$ cat config.mk
export PLATFORM = sky130hd
export DESIGN_NAME = wave_pwm_out
export DESIGN_NICKNAME = d
export VERILOG_FILES = /design/src/rtl/wave_pwm_out_pkg.sv /design/src/rtl/wave_pwm_out_pwm_cmp.sv /design/src/rtl/wave_pwm_out.sv
export SDC_FILE = /design/constraint.sdc
export NUM_CORES = 1
export LEC_CHECK = 0
export ABC_CLOCK_PERIOD_IN_PS = 5400
export BUFFER_PORTS_ARGS = -buffer_cell sky130_fd_sc_hd__buf_2
export CORE_UTILIZATION = 55
export DETAILED_ROUTE_END_ITERATION = 10
export HOLD_SLACK_MARGIN = 0.08
export PLACE_DENSITY = 0.83
export SETUP_SLACK_MARGIN = 0.15
export SLEW_MARGIN = 25
export SYNTH_ARGS = -nofsm -noshare
export SYNTH_HDL_FRONTEND = slang
export SYNTH_SLANG_ARGS = --single-unit
$ cat constraint.sdc
create_clock -name clk -period 5.4 [get_ports clk]
set_input_delay 0.27 -clock clk [delete_from_list [all_inputs] [get_ports clk]]
set_output_delay 0.27 -clock clk [all_outputs]
set_load 0.01 [all_outputs]
$ cat src/rtl/wave_pwm_out_pkg.sv
// Shared definitions for the waveform generator output path.
//   WIDTH_DEF  default sample / PWM counter width, shared with the generator
//   AMP_W_DEF  default width of the attenuation select
//   S_*        state encodings of the output-stage FSM
//   pwm_state_e typed view of those encodings
package wave_pwm_out_pkg;

  localparam int WIDTH_DEF = 8;
  localparam int AMP_W_DEF = 2;

  localparam logic [1:0] S_IDLE  = 2'd0;
  localparam logic [1:0] S_RUN   = 2'd1;
  localparam logic [1:0] S_DRAIN = 2'd2;

  typedef enum logic [1:0] {
    ST_IDLE  = S_IDLE,
    ST_RUN   = S_RUN,
    ST_DRAIN = S_DRAIN
  } pwm_state_e;

endpackage

$ cat src/rtl/wave_pwm_out_pwm_cmp.sv
// PWM period counter, terminal-count flag and compare register.
// Ports:
//   clk        system clock, rising edge
//   rst        asynchronous active-low reset
//   cnt_en     advance the counter this cycle (wraps at all-ones)
//   cnt_clr    force the counter to zero this cycle (wins over cnt_en)
//   pwm_en     allow pwm_out to go high; when low pwm_out is forced 0
//   duty_next  duty value that applies to the cycle being entered
//   tc         counter is at its terminal value (last clock of the period)
//   pwm_out    registered PWM output
module pwm_cmp
  import wave_pwm_out_pkg::*;
#(
  parameter int WIDTH = WIDTH_DEF
) (
  input  logic             clk,
  input  logic             rst,
  input  logic             cnt_en,
  input  logic             cnt_clr,
  input  logic             pwm_en,
  input  logic [WIDTH-1:0] duty_next,
  output logic             tc,
  output logic             pwm_out
);

  logic [WIDTH-1:0] cnt;
  logic [WIDTH-1:0] cnt_next;

  always_comb begin
    cnt_next = cnt;
    if (cnt_clr) begin
      cnt_next = '0;
    end else if (cnt_en) begin
      cnt_next = cnt + 1'b1;
    end
  end

  assign tc = (cnt == {WIDTH{1'b1}});

  // Compare against the *next* count and duty so pwm_out lines up with the
  // registered count with no extra cycle of lag.
  always_ff @(posedge clk or negedge rst) begin
    if (!rst) begin
      cnt     <= '0;
      pwm_out <= 1'b0;
    end else begin
      cnt     <= cnt_next;
      pwm_out <= pwm_en && (cnt_next < duty_next);
    end
  end

endmodule

$ cat src/rtl/wave_pwm_out.sv
// Output stage of the waveform generator: attenuates the 8-bit sample by a
// selectable right shift and turns it into a PWM stream for an RC-filtered
// pin. One PWM period is 2**WIDTH clocks; a new sample is latched once per
// period and sample_req pulses on that edge so the generator can advance.
// Ports:
//   clk         system clock, rising edge
//   rst         asynchronous active-low reset
//   en          run request
//   wave_in     unsigned sample from the generator
//   amp_sel     attenuation select (right shift amount), sampled at latch
//   pwm_out     registered PWM output
//   sample_req  one-cycle pulse: sample latched on this edge
//   duty_q      currently latched, scaled duty
//   busy        high in RUN or DRAIN
//
// state | meaning
// ------+---------------------------------------------------------------
// IDLE  | stopped; counter held at 0, pwm_out low
// RUN   | producing PWM, latching a new sample at each period boundary
// DRAIN | en dropped mid-period; finish the period on the old duty, no latch
module wave_pwm_out
  import wave_pwm_out_pkg::*;
#(
  parameter int WIDTH = WIDTH_DEF,
  parameter int AMP_W = AMP_W_DEF
) (
  input  logic             clk,
  input  logic             rst,
  input  logic             en,
  input  logic [WIDTH-1:0] wave_in,
  input  logic [AMP_W-1:0] amp_sel,
  output logic             pwm_out,
  output logic             sample_req,
  output logic [WIDTH-1:0] duty_q,
  output logic             busy
);

  pwm_state_e       state;
  pwm_state_e       state_n;
  logic [WIDTH-1:0] scaled;
  logic [WIDTH-1:0] duty_next;
  logic             latch;
  logic             cnt_en;
  logic             cnt_clr;
  logic             pwm_en;
  logic             tc;

  assign scaled = wave_in >> amp_sel;

  // The cycle that latches must already compare against the new duty, so the
  // compare stage sees the scaled sample directly on a latch cycle.
  assign duty_next = latch ? scaled : duty_q;

  // RUN and DRAIN decode identically: with en high the block is running and
  // latches at the period boundary; with en low it finishes the period.
  always_comb begin
    state_n = state;
    latch   = 1'b0;
    cnt_en  = 1'b0;
    cnt_clr = 1'b0;
    pwm_en  = 1'b0;
    case (state)
      ST_IDLE: begin
        cnt_clr = 1'b1;
        if (en) begin
          state_n = ST_RUN;
          latch   = 1'b1;
          pwm_en  = 1'b1;
        end
      end
      ST_RUN, ST_DRAIN: begin
        if (en) begin
          state_n = ST_RUN;
          cnt_en  = 1'b1;
          pwm_en  = 1'b1;
          latch   = tc;
        end else if (tc) begin
          state_n = ST_IDLE;
          cnt_clr = 1'b1;
        end else begin
          state_n = ST_DRAIN;
          cnt_en  = 1'b1;
          pwm_en  = 1'b1;
        end
      end
      default: begin
        state_n = ST_IDLE;
        cnt_clr = 1'b1;
      end
    endcase
  end

  always_ff @(posedge clk or negedge rst) begin
    if (!rst) begin
      state      <= ST_IDLE;
      duty_q     <= '0;
      sample_req <= 1'b0;
      busy       <= 1'b0;
    end else begin
      state      <= state_n;
      busy       <= (state_n != ST_IDLE);
      sample_req <= latch;
      if (latch) begin
        duty_q <= scaled;
      end
    end
  end

  pwm_cmp #(
    .WIDTH(WIDTH)
  ) u_pwm_cmp (
    .clk      (clk),
    .rst      (rst),
    .cnt_en   (cnt_en),
    .cnt_clr  (cnt_clr),
    .pwm_en   (pwm_en),
    .duty_next(duty_next),
    .tc       (tc),
    .pwm_out  (pwm_out)
  );

endmodule

-- Word-level counts from Yosys, hierarchy flattened
Index checks and enable logic that the tools add are counted.
- shift operators: 1
- $add $sub $neg: 1
- reduce and logical (&&, ||, !) cells: 4
- eq/ne operators: 3
- order comparisons: 1
- multiplexer cells: 17
- operators with widths (cell ; count):
    8-bit two-way mux ; 3
    8-bit by 1-bit adder with 8-bit output, second input constant ; 1
    8-bit equality test, second input constant ; 1
    8-bit less-than comparator ; 1
    1-bit two-way mux ; 8
    8-bit by 2-bit right shift with 8-bit output ; 1
    2-bit two-way mux ; 3
    1-bit one-hot mux with 2 select lines ; 2
    2-bit one-hot mux with 2 select lines ; 1
    2-bit by 1-bit equality test with 1-bit output, second input constant ; 1
    2-bit equality test, second input constant ; 1
    2-bit logical NOT ; 1
    2-bit nonzero test ; 1
    2-bit OR reduction ; 1
    1-bit logical AND ; 1
- output and inout port bits: 11
- word-level logic and storage cells: 33
- register bits: 21

-- Depth between registers and ports, before layout
Gate-level depths: netlist of run 1.
- word-level depth: 8
- mapped depth: 14

-- Hierarchy
Synthesis of run 1 repeated with hierarchy kept, for this count alone.
- cells, all modules: 123
- area total of the unflattened synthesis: 1282.5 sq um
- modules (own cells, without submodules) (module ; cells each ; instances ; area an instance (sq um)):
    wave_pwm_out ; 54 ; 1 ; 678.2
    pwm_cmp ; 69 ; 1 ; 604.3

-- Least setup slack after synthesis of run 1
No wires, ideal clock.
- path type: reg-to-reg
- start point: register state[0]
- end point: register u_pwm_cmp.pwm_out
- cell stages (with the launch flop): 15
- buffers on the path: 1
- period minus slack after synthesis: 2.835 ns
- library setup time: 0.096 ns
- setup slack: 2.565 ns
- arrival: 2.739 ns
- path through: dfrtp_1 inv_1 ha_1 inv_1 nor3_2 o21ai_2 clkbuf_1 nand2_1 o21a_1 ha_1 nand3_1 nor2_1 a221oi_1 o21ai_0 a311oi_2
- longest elaborated chain between the ends: 7
- elaborated cells between the ends (all ways): 13
- ends and longest elaborated chain (item ; line ; source):
    start, declared ; wave_pwm_out.sv:38 ; pwm_state_e state;
    start signal, assigned ; wave_pwm_out.sv:100 ; state <= state_n;
    2-bit by 1-bit equality test with 1-bit output / 2-bit equality test (equally long branches) ; wave_pwm_out.sv:62 ; case (state)
    2-bit OR reduction ; wave_pwm_out.sv:62 ;
    1-bit two-way mux ; wave_pwm_out.sv:62 ;
    8-bit two-way mux ; wave_pwm_out_pwm_cmp.sv:33 ; end else if (cnt_en) begin
    8-bit two-way mux ; wave_pwm_out_pwm_cmp.sv:31 ; if (cnt_clr) begin
    8-bit less-than comparator ; wave_pwm_out_pwm_cmp.sv:48 ; pwm_out <= pwm_en && (cnt_next < duty_next);
    1-bit logical AND * ; wave_pwm_out_pwm_cmp.sv:48 ;
    end signal, assigned ; wave_pwm_out_pwm_cmp.sv:48 ;
    end, declared ; wave_pwm_out_pwm_cmp.sv:23 ; output logic pwm_out
Mark *: on every way between the ends. The rest lies on a longest branch, timed or not.

-- Worst setup path in the final report of run 1
- start point: register state[1]
- end point: register u_pwm_cmp.pwm_out
The elaborated chain is that of the path after synthesis.

==> results.py, run 1 <==
metrics = {
    "run_status": {
        "status": "finished, final reports clean",
    },
    "cells_and_area": {
        "postLayoutCellArea_um2": 1450,
        "antenna_cells": 0,
        "drive_gt1_share_pct": 26.4,
        "area_growth_pct": 13.8,
        "fin_cells": 176,
        "fin_nets": 172,
    },
    "floorplanning": {
        "die_h_um": 50.1,
        "dieArea_um2": 2510,
        "start_util_pct": 58.1,
        "coreArea_um2": 2190,
        "rows": 17,
        "design.portCount": 24,
        "die_width_um": 50.1,
    },
    "drt": {
        "drc_errors": 0,
        "drt_pass1_iterations": 4,
        "first_iter_violations": 7,
        "vias": 970,
        "routed_wl_mm": 2.39,
        "via_per_inst": 5.51,
        "wl_per_cell_um": 13.6,
        "antenna_left": 0,
    },
    "setup_path": {
        "rr_worst_depth": 12,
        "cpPeakStageDelay_ns": 0.60,
        "critPathTopFamily": "compound AO/OA/AOI/OAI gates",
        "end_kind": "flip-flop",
        "cp.arrival_ns": 3.38,
        "startpoint": "state[1]$_DFF_PN0_",
        "worstPathCellList": "inv_1 -> ha_1 -> inv_1 -> nor3_2 -> o21ai_2 -> mux2i_1 -> ha_1 -> nand3_1 -> nor2_1 -> a221oi_1 -> o21ai_0 -> a311oi_2",
        "reg2reg_from": "state[1]$_DFF_PN0_",
        "worst-path-stages": 12,
        "cp_num_buf_inv": 2,
        "critPathMaxFanout": 18,
        "cp-start-kind": "flip-flop",
        "setup.worst_path.class": "flip-flop to flip-flop",
        "worstPathRequired_ns": 5.62,
        "crit_slowest_cell": "o21ai_2",
    },
    "synth": {
        "syn-mean-instance-area_um2": 10.4,
        "synth_area_um2": 1270,
        "syn-num-nets": 146,
        "synth_top_area_share_pct": 41.3,
        "yosys-top-cells-count": "dfrtp_1, nor2_1, ha_1",
        "async_flop_share_pct": 100,
        "ys_ff_latch": 21,
        "ys_seq_area_share_pct": 41.3,
        "synth-edff-count": 0,
        "yosysWarnings": 0,
        "synth-main-ff-cell": "dfrtp_1",
        "synthTopCellsByArea": "dfrtp_1, ha_1, mux2i_1, mux4_2, nor2_1",
        "yosys.cell_count.top_type": "dfrtp_1",
        "ys_types": 31,
        "yosysTopAreaCell": "dfrtp_1",
        "netlist_instances": 123,
    },
    "global_route": {
        "grt_first_pass_wirelength_mm": 4.16,
        "grt_usage_pct": 22.1,
        "grt_pass1_vias": 965,
        "gr-total-overflow": 0,
        "grt_max_degree": 22,
        "antenna_found_initial": 0,
    },
    "sta": {
        "rsz0062_at_grt": "false",
        "max_freq_ghz": 0.316,
        "finalSetupViolCount": 0,
        "max-slew-margin-rel_pct": 48.6,
        "drv_slew": 0,
        "finalClockSkew_ns": 0.00912,
        "hold_viol_final": 0,
        "min_period_ns": 3.16,
        "max_slew.worst_pin.slew_ns": 0.770,
        "fin_setup_tns_ns": 0,
        "fin_crit_sh_pct": 58.5,
    },
    "clock_network": {
        "postCtsSetupBuffers": 0,
        "cts_tree": "yes",
        "cts_inserted_buffers": 3,
        "cts-resized-gates": 0,
        "ctsRootBufferMaster": "clkbuf_4",
        "clk_latency_ns": 0.30,
        "cts.sinks": 21,
        "cts_hold_buffers": 1,
        "clock_path_buffers": 2,
        "cts-htree-levels": 1,
        "path_clk_slew_ns": 0.12,
    },
    "min_path": {
        "holdPathStages": 2,
        "hp-class": "input pin to flip-flop",
        "hold_start": "en",
    },
    "place": {
        "dp.cells": 171,
        "portBuffers": 23,
        "globalplace.congestion": 0.808,
        "dp_hpwl_mm": 1.84,
        "placed_cell_area_um2": 1410,
    },
    "power_and_ir_drop": {
        "vdd_drop_max_v": 0.000349,
        "p_leak_uw": 0.000757,
        "powerDensity_nw_per_um2": 454,
    },
    "flow_run": {
        "cap_viol_max_count": 0,
    },
}
[where the power goes]
part | total [uW] | switching, uW | internal [uW]
clock | 74.8 | 45.9 | 28.8
sequential | 247 | 35.8 | 211
combinational | 337 | 188 | 149
[worst register-to-register path, delay by kind of cell, from the launching register on]
family                     cells  cell delay, ns
DFF                            1            0.40
and+or+nand+nor                3            0.24
buffers and inverters          2            0.20
AOI/OAI and AO/OA              4            1.25
muxes                          1            0.35
adders and majority gates      2            0.63
[final timing paths]
path                            slack [ns]                     endpoint
worst max register to register        2.24  u_pwm_cmp.pwm_out$_DFF_PN0_
worst min register to register        0.51          duty_q[2]$_DFF_PN0_
min in group asynchronous             0.44   u_pwm_cmp.cnt[4]$_DFF_PN0_
worst max-delay path                  2.24  u_pwm_cmp.pwm_out$_DFF_PN0_
worst min-delay path                  0.25           state[1]$_DFF_PN0_
max in group asynchronous             4.63          duty_q[4]$_DFF_PN0_
[state kept, by name (all words and copies together) (netlist names)]
| register | flops |
|---|---|
| busy | 1 |
| u_pwm_cmp.pwm_out | 1 |
| duty_q | 8 |
| u_pwm_cmp.cnt | 8 |
| sample_req | 1 |
| state | 2 |
[metal layers]
metal  share of wire (%)  GRT usage [%]  vias to the layer above  wire length [um]
met1                  48           29.7                      452              1160
met2                  47           35.8                       24              1130
met3                 3.1           2.78                        5                75
met4                 1.3           8.57                        0                31
li1                    -              -                      489                 -
met5                   0              0                        -                 0
[layout by cell type, fill, tap and decap left out, types with 2 or more instances in the layout]
| cell type | instances |
|---|---|
| a211oi_1 | 3 |
| mux2_2 | 3 |
| mux2i_1 | 6 |
| or3_1 | 2 |
| o21ai_0 | 6 |
| mux4_2 | 2 |
| or2_2 | 3 |
| a21o_1 | 5 |
| nand2_1 | 4 |
| nor2_1 | 12 |
| ha_1 | 10 |
| xor2_1 | 4 |
| a21oi_1 | 8 |
| nor2b_1 | 3 |
| dfrtp_1 | 21 |
| clkbuf_4 | 3 |
| nand3_1 | 6 |
| buf_2 | 23 |
| inv_1 | 9 |
[final cells by class]
class	instances	area (um2)
multi-input cells	90	703
flip-flops and latches	21	526
clock buffers	4	26.3
well taps	28	35.0
fillers	172	742
inverters	9	33.8
repair buffers	24	125
[metrics by stage]
| step | hold WS [ns] | utilization [%] | setup WS (ns) | total power, uW |
|---|---|---|---|---|
| 2_1_floorplan | -0.0256 | - | 2.56 | 488 |
| 3_3_place_gp | 0.244 | 64.5 | 2.38 | 572 |
| 3_5_place_dp | 0.252 | 64.5 | 2.29 | 584 |
| 4_1_cts | 0.245 | 66.1 | 2.25 | 661 |
| 5_1_grt | 0.264 | 66.1 | 2.01 | 709 |
| 6_report | 0.251 | 66.1 | 2.24 | 658 |
[logic make-up after synthesis]
| kind of cell | synth area share (%) |
|---|---|
| compound gates | 16.1 |
| xor+xnor | 3.44 |
| fa+ha+maj | 9.82 |
| buf+inv | 3.54 |
| flops | 41.3 |
| mux | 10.9 |
| simple gates | 14.9 |
Note: power is estimated with default switching activity, not from simulation.
==> run 2, diff against run 1 <==
- ABC_CLOCK_PERIOD_IN_PS: 5400 -> 3300
- CORE_UTILIZATION: 55 -> 54
- PLACE_DENSITY: 0.83 -> 0.82
- clock period: 5.4 -> 3.3 ns (I/O delays scaled with it)
==> results.py, run 2 (synthesis gave the netlist of run 1 again) <==
metrics = {
    "setup_path": {
        "startpoint": "state[1]$_DFF_PN0_",
        "setup.worst_path.class": "flip-flop to flip-flop",
        "cp-start-kind": "flip-flop",
        "cp.arrival_ns": 3.17,
        "cpMostUsedCell": "inv_1",
        "reg2reg_from": "state[1]$_DFF_PN0_",
        "worstPathRequired_ns": 3.53,
        "critPathMaxFanout": 7,
        "crit_slowest_cell": "dfrtp_1",
        "rr_worst_depth": 13,
        "cpPeakStageDelay_ns": 0.40,
        "worstPathCellList": "inv_1 -> ha_2 -> inv_1 -> nor3_4 -> o21ai_4 -> buf_4 -> o21a_1 -> ha_1 -> nand3_1 -> nor2_1 -> a221oi_1 -> o21ai_0 -> a311oi_2",
        "end_kind": "flip-flop",
    },
    "floorplanning": {
        "start_util_pct": 57.6,
        "rows": 17,
        "design.portCount": 24,
        "die_h_um": 50.6,
        "dieArea_um2": 2560,
        "die_width_um": 50.6,
        "coreArea_um2": 2210,
    },
    "sta": {
        "finalSetupViolCount": 0,
        "min_period_ns": 2.95,
        "rsz0062_at_grt": "false",
        "finalClockSkew_ns": 0.00568,
        "drv_slew": 0,
        "fin_setup_tns_ns": 0,
        "fin_crit_sh_pct": 89.3,
        "max_slew.worst_pin.slew_ns": 0.472,
        "max_freq_ghz": 0.339,
        "hold_viol_final": 0,
        "max-slew-margin-rel_pct": 68.5,
    },
    "place": {
        "portBuffers": 23,
        "dp_hpwl_mm": 1.97,
        "globalplace.congestion": 0.834,
    },
    "cells_and_area": {
        "area_growth_pct": 18.9,
        "final_cell_mix": "buf_2, dfrtp_1, nor2_1, inv_1, ha_1",
        "antenna_cells": 0,
        "final_common_cell": "buf_2",
        "largestRegisters": "duty_q: 8 flops, u_pwm_cmp.cnt: 8 flops, state: 2 flops",
        "fin_nets": 177,
        "drive_gt1_share_pct": 30.7,
    },
    "clock_network": {
        "cts-htree-levels": 1,
        "clock_path_buffers": 2,
        "ctsRootBufferMaster": "clkbuf_4",
        "clk_latency_ns": 0.31,
        "cts_tree": "yes",
        "cts_inserted_buffers": 3,
        "cts.sinks": 21,
        "path_clk_slew_ns": 0.12,
    },
    "power_and_ir_drop": {
        "powerDensity_nw_per_um2": 760,
        "power.total_uw": 1150,
        "p_leak_uw": 0.000787,
        "vdd_drop_max_v": 0.000543,
    },
    "flow_run": {
        "cap_viol_max_count": 0,
    },
    "global_route": {
        "grt_pass1_vias": 977,
        "grt_first_pass_wirelength_mm": 4.26,
        "grt_usage_pct": 22.4,
        "gr-total-overflow": 0,
        "grt_max_degree": 22,
        "antenna_found_initial": 0,
    },
    "drt": {
        "first_iter_violations": 39,
        "drt_pass1_iterations": 8,
        "drc_errors": 0,
        "antenna_left": 0,
        "routed_wl_mm": 2.86,
        "via_per_inst": 5.95,
        "wl_per_cell_um": 15.8,
        "vias": 1077,
    },
    "run_status": {
        "status": "finished, final reports clean",
    },
    "min_path": {
        "holdPathStages": 2,
        "hold_start": "en",
        "hp-class": "input pin to flip-flop",
    },
}
## run 2: changes by cell type in the layout (fill, tap and decap cells not counted)
cell	before	now
nor3_4	0	1
buf_4	0	4
ha_2	0	1
a211oi_1	3	1
ha_1	10	9
nor3_2	1	0
o21ai_4	0	1
a211oi_2	0	2
## run 2: final timing paths
check | to | slack [ns]
setup reg to reg | u_pwm_cmp.pwm_out$_DFF_PN0_ | 0.35
max in group asynchronous | duty_q[1]$_DFF_PN0_ | 2.64
setup / recovery | u_pwm_cmp.pwm_out$_DFF_PN0_ | 0.35
hold reg to reg | duty_q[4]$_DFF_PN0_ | 0.52
hold / removal | state[1]$_DFF_PN0_ | 0.14
min in group asynchronous | u_pwm_cmp.cnt[4]$_DFF_PN0_ | 0.34
## run 2: area by class of cell
type	count	area, um2
multi-input cells	91	738
fillers	176	698
flip-flops and latches	21	526
repair buffers	28	155
well taps	28	35.0
inverters	9	33.8
clock buffers	4	26.3
## run 2: stage by stage
stage | instance area [um2] | util [%] | hold WS (ns) | instances | setup WS (ns)
global placement | 1410 | 63.9 | 0.140 | 171 | 0.296
CTS | 1460 | 65.8 | 0.138 | 176 | 0.228
detailed placement | 1410 | 63.9 | 0.140 | 171 | 0.176
finish | 1510 | 68.4 | 0.143 | 181 | 0.354
global route | 1510 | 68.4 | 0.168 | 181 | 0.153
floorplan | 1270 | - | -0.131 | 123 | 0.465
## run 2: report_power, final
part	total, uW	switching, uW	internal [uW]
sequential	403	58.0	345
combinational	623	353	270
clock	125	77.4	47.2
total	1150	488	662
## run 2: layer usage
layer	track usage (%)	share of wire [%]	up-vias
met4	6.94	3.8	0
met2	37.3	49	46
met1	29.9	41	513
met5	0	0	-
li1	-	-	505
met3	3.64	6.0	13
## run 2: worst max-delay path: cells and delay by family (launching register included)
| kind | cells | cell delay (ns) |
|---|---|---|
| AO/OA/AOI/OAI | 5 | 1.04 |
| adder cells (fa/ha/maj) | 2 | 0.67 |
| buffers and inverters | 3 | 0.35 |
| flip-flops | 1 | 0.40 |
| AND/OR/NAND/NOR | 3 | 0.40 |
## run 2: repair_timing
action | 4_1_cts | 5_1_grt
gates cloned | 0 | 1
endpoints found under the hold margin | 21 | 0
pin swaps | 0 | 2
setup buffers | 0 | 4
setup endpoints to repair | 1 | 1
hold buffers | 1 | 0
gates resized for setup | 1 | 4
==> run 3, diff against run 2 <==
- REMOVE_ABC_BUFFERS: default -> 1
==> results.py, run 3 (synthesis gave the netlist of run 1 again) <==
metrics = {
    "cells_and_area": {
        "largestRegisters": "duty_q: 8 flops, u_pwm_cmp.cnt: 8 flops, state: 2 flops",
        "drive_gt1_share_pct": 32.9,
        "fin_nets": 179,
        "antenna_cells": 0,
        "fin_cells": 183,
        "fill_cells": 168,
        "final_cell_mix": "buf_2, dfrtp_1, nor2_1, inv_1, ha_1",
        "final_common_cell": "buf_2",
        "area_growth_pct": 21.6,
    },
    "setup_path": {
        "worstPathRequired_ns": 3.53,
        "rr_endpoint": "u_pwm_cmp.pwm_out$_DFF_PN0_",
        "rr_worst_depth": 13,
        "r2r_setup_slack_ns": 0.26,
        "critPathTopFamily": "compound AO/OA/AOI/OAI gates",
        "cp-start-kind": "flip-flop",
        "cp.arrival_ns": 3.26,
        "critPathMaxFanout": 7,
        "setup.worst_path.class": "flip-flop to flip-flop",
        "cp_num_buf_inv": 3,
        "end_kind": "flip-flop",
        "worstPathCellList": "inv_1 -> ha_1 -> inv_1 -> nor3_4 -> o21ai_4 -> buf_12 -> o21a_1 -> ha_1 -> nand3_1 -> nor2_1 -> a221oi_1 -> o21ai_0 -> a311oi_2",
        "crit_slowest_cell": "dfrtp_1",
        "cpPeakStageDelay_ns": 0.40,
        "reg2reg_from": "state[0]$_DFF_PN0_",
    },
    "clock_network": {
        "cts_tree": "yes",
        "clk_latency_ns": 0.31,
        "ctsRootBufferMaster": "clkbuf_4",
        "cts-htree-levels": 1,
        "cts_inserted_buffers": 3,
        "cts.sinks": 21,
        "clock_path_buffers": 2,
        "path_clk_slew_ns": 0.11,
    },
    "sta": {
        "fin_setup_tns_ns": 0,
        "hold_viol_final": 0,
        "finalClockSkew_ns": 0.00242,
        "max-slew-margin-rel_pct": 69.1,
        "fin_crit_sh_pct": 92.0,
        "finalSetupViolCount": 0,
        "max_freq_ghz": 0.329,
        "rsz0062_at_grt": "false",
        "hold_ws_ns": 0.145,
        "min_period_ns": 3.04,
        "drv_slew": 0,
        "max_slew.worst_pin.slew_ns": 0.464,
    },
    "global_route": {
        "grt_usage_pct": 23.8,
        "gr-total-overflow": 0,
        "antenna_found_initial": 0,
        "grt_first_pass_wirelength_mm": 4.51,
        "grt_pass1_vias": 1038,
        "grt_max_degree": 22,
    },
    "floorplanning": {
        "die_width_um": 50.6,
        "coreArea_um2": 2210,
        "design.portCount": 24,
        "start_util_pct": 57.6,
        "die_h_um": 50.6,
        "rows": 17,
        "dieArea_um2": 2560,
    },
    "power_and_ir_drop": {
        "p_leak_uw": 0.000791,
        "power.total_uw": 1210,
        "vdd_drop_max_v": 0.000474,
        "powerDensity_nw_per_um2": 780,
    },
    "drt": {
        "wl_per_cell_um": 16.7,
        "drt_pass1_iterations": 4,
        "routed_wl_mm": 3.06,
        "drc_errors": 0,
        "first_iter_violations": 38,
        "via_per_inst": 5.95,
        "antenna_left": 0,
        "vias": 1088,
    },
    "place": {
        "portBuffers": 23,
        "dp_hpwl_mm": 2.04,
        "dp.cells": 171,
        "globalplace.congestion": 0.841,
    },
    "min_path": {
        "hold_end": "state[1]$_DFF_PN0_",
        "hp-class": "input pin to flip-flop",
        "holdPathStages": 2,
        "hold_start": "en",
    },
    "flow_run": {
        "cap_viol_max_count": 0,
    },
    "run_status": {
        "status": "finished, final reports clean",
    },
}
## run 3: changes by cell type in the layout (fill, tap and decap cells not counted)
cell,previous run,this run
buf_12,0,1
mux2i_2,0,2
buf_4,4,5
mux2i_1,6,4
## run 3: layout make-up
class | instances | area, um2 | share of cell area (%)
tap | 28 | 35.0 | 2.26
clock buffer | 4 | 26.3 | 1.70
multi-input combinational | 91 | 746 | 48.1
timing repair buffer | 30 | 183 | 11.8
sequential | 21 | 526 | 33.9
inverter | 9 | 33.8 | 2.18
## run 3: routing by layer
metal  global-route usage, %  vias to the layer above  part of all wire, %
met5                       0                        -                    0
met2                    40.7                       45                   50
met4                    8.33                        0                  3.2
met1                    30.3                      520                   41
met3                    3.94                       12                  5.4
li1                        -                      511                    -
## run 3: how the worst max path moves through the flow
| stage | endpoint | slack (ns) | start | cells after the start |
|---|---|---|---|---|
| after floorplan | u_pwm_cmp.pwm_out$_DFF_PN0_ | 0.52 | state[0]$_DFF_PN0_ | 12 |
| after global placement | u_pwm_cmp.pwm_out$_DFF_PN0_ | 0.29 | state[0]$_DFF_PN0_ | 12 |
| after detailed placement | u_pwm_cmp.pwm_out$_DFF_PN0_ | 0.11 | state[0]$_DFF_PN0_ | 12 |
| after CTS | u_pwm_cmp.pwm_out$_DFF_PN0_ | 0.26 | state[0]$_DFF_PN0_ | 12 |
| after global routing | u_pwm_cmp.pwm_out$_DFF_PN0_ | 0.14 | state[0]$_DFF_PN0_ | 13 |
| final | u_pwm_cmp.pwm_out$_DFF_PN0_ | 0.26 | state[0]$_DFF_PN0_ | 13 |
## run 3: repair_timing
action | CTS | global route
buffers inserted | 0 | 6
cloned | 0 | 1
endpoints found under the setup margin | 1 | 1
resized for setup | 1 | 6
hold endpoints to repair | 21 | 0
pin swaps | 0 | 2
hold buffers | 1 | 0
## run 3: power by group
group | switching (uW) | internal, uW | leakage, uW
Sequential | 65.0 | 345 | 0.000271
Combinational | 373 | 301 | 0.000505
Clock | 77.3 | 47.3 | 0.0000150
Total | 515 | 693 | 0.000791
## run 3: through the flow
| step | worst slack [ns] | utilization [%] | cell area (um2) |
|---|---|---|---|
| after global placement | 0.292 | 63.9 | 1410 |
| final | 0.265 | 70.0 | 1550 |
| after CTS | 0.262 | 65.8 | 1460 |
| after detailed placement | 0.105 | 63.9 | 1410 |
| after global routing | 0.138 | 70.0 | 1550 |
| after floorplan | 0.518 | - | 1260 |
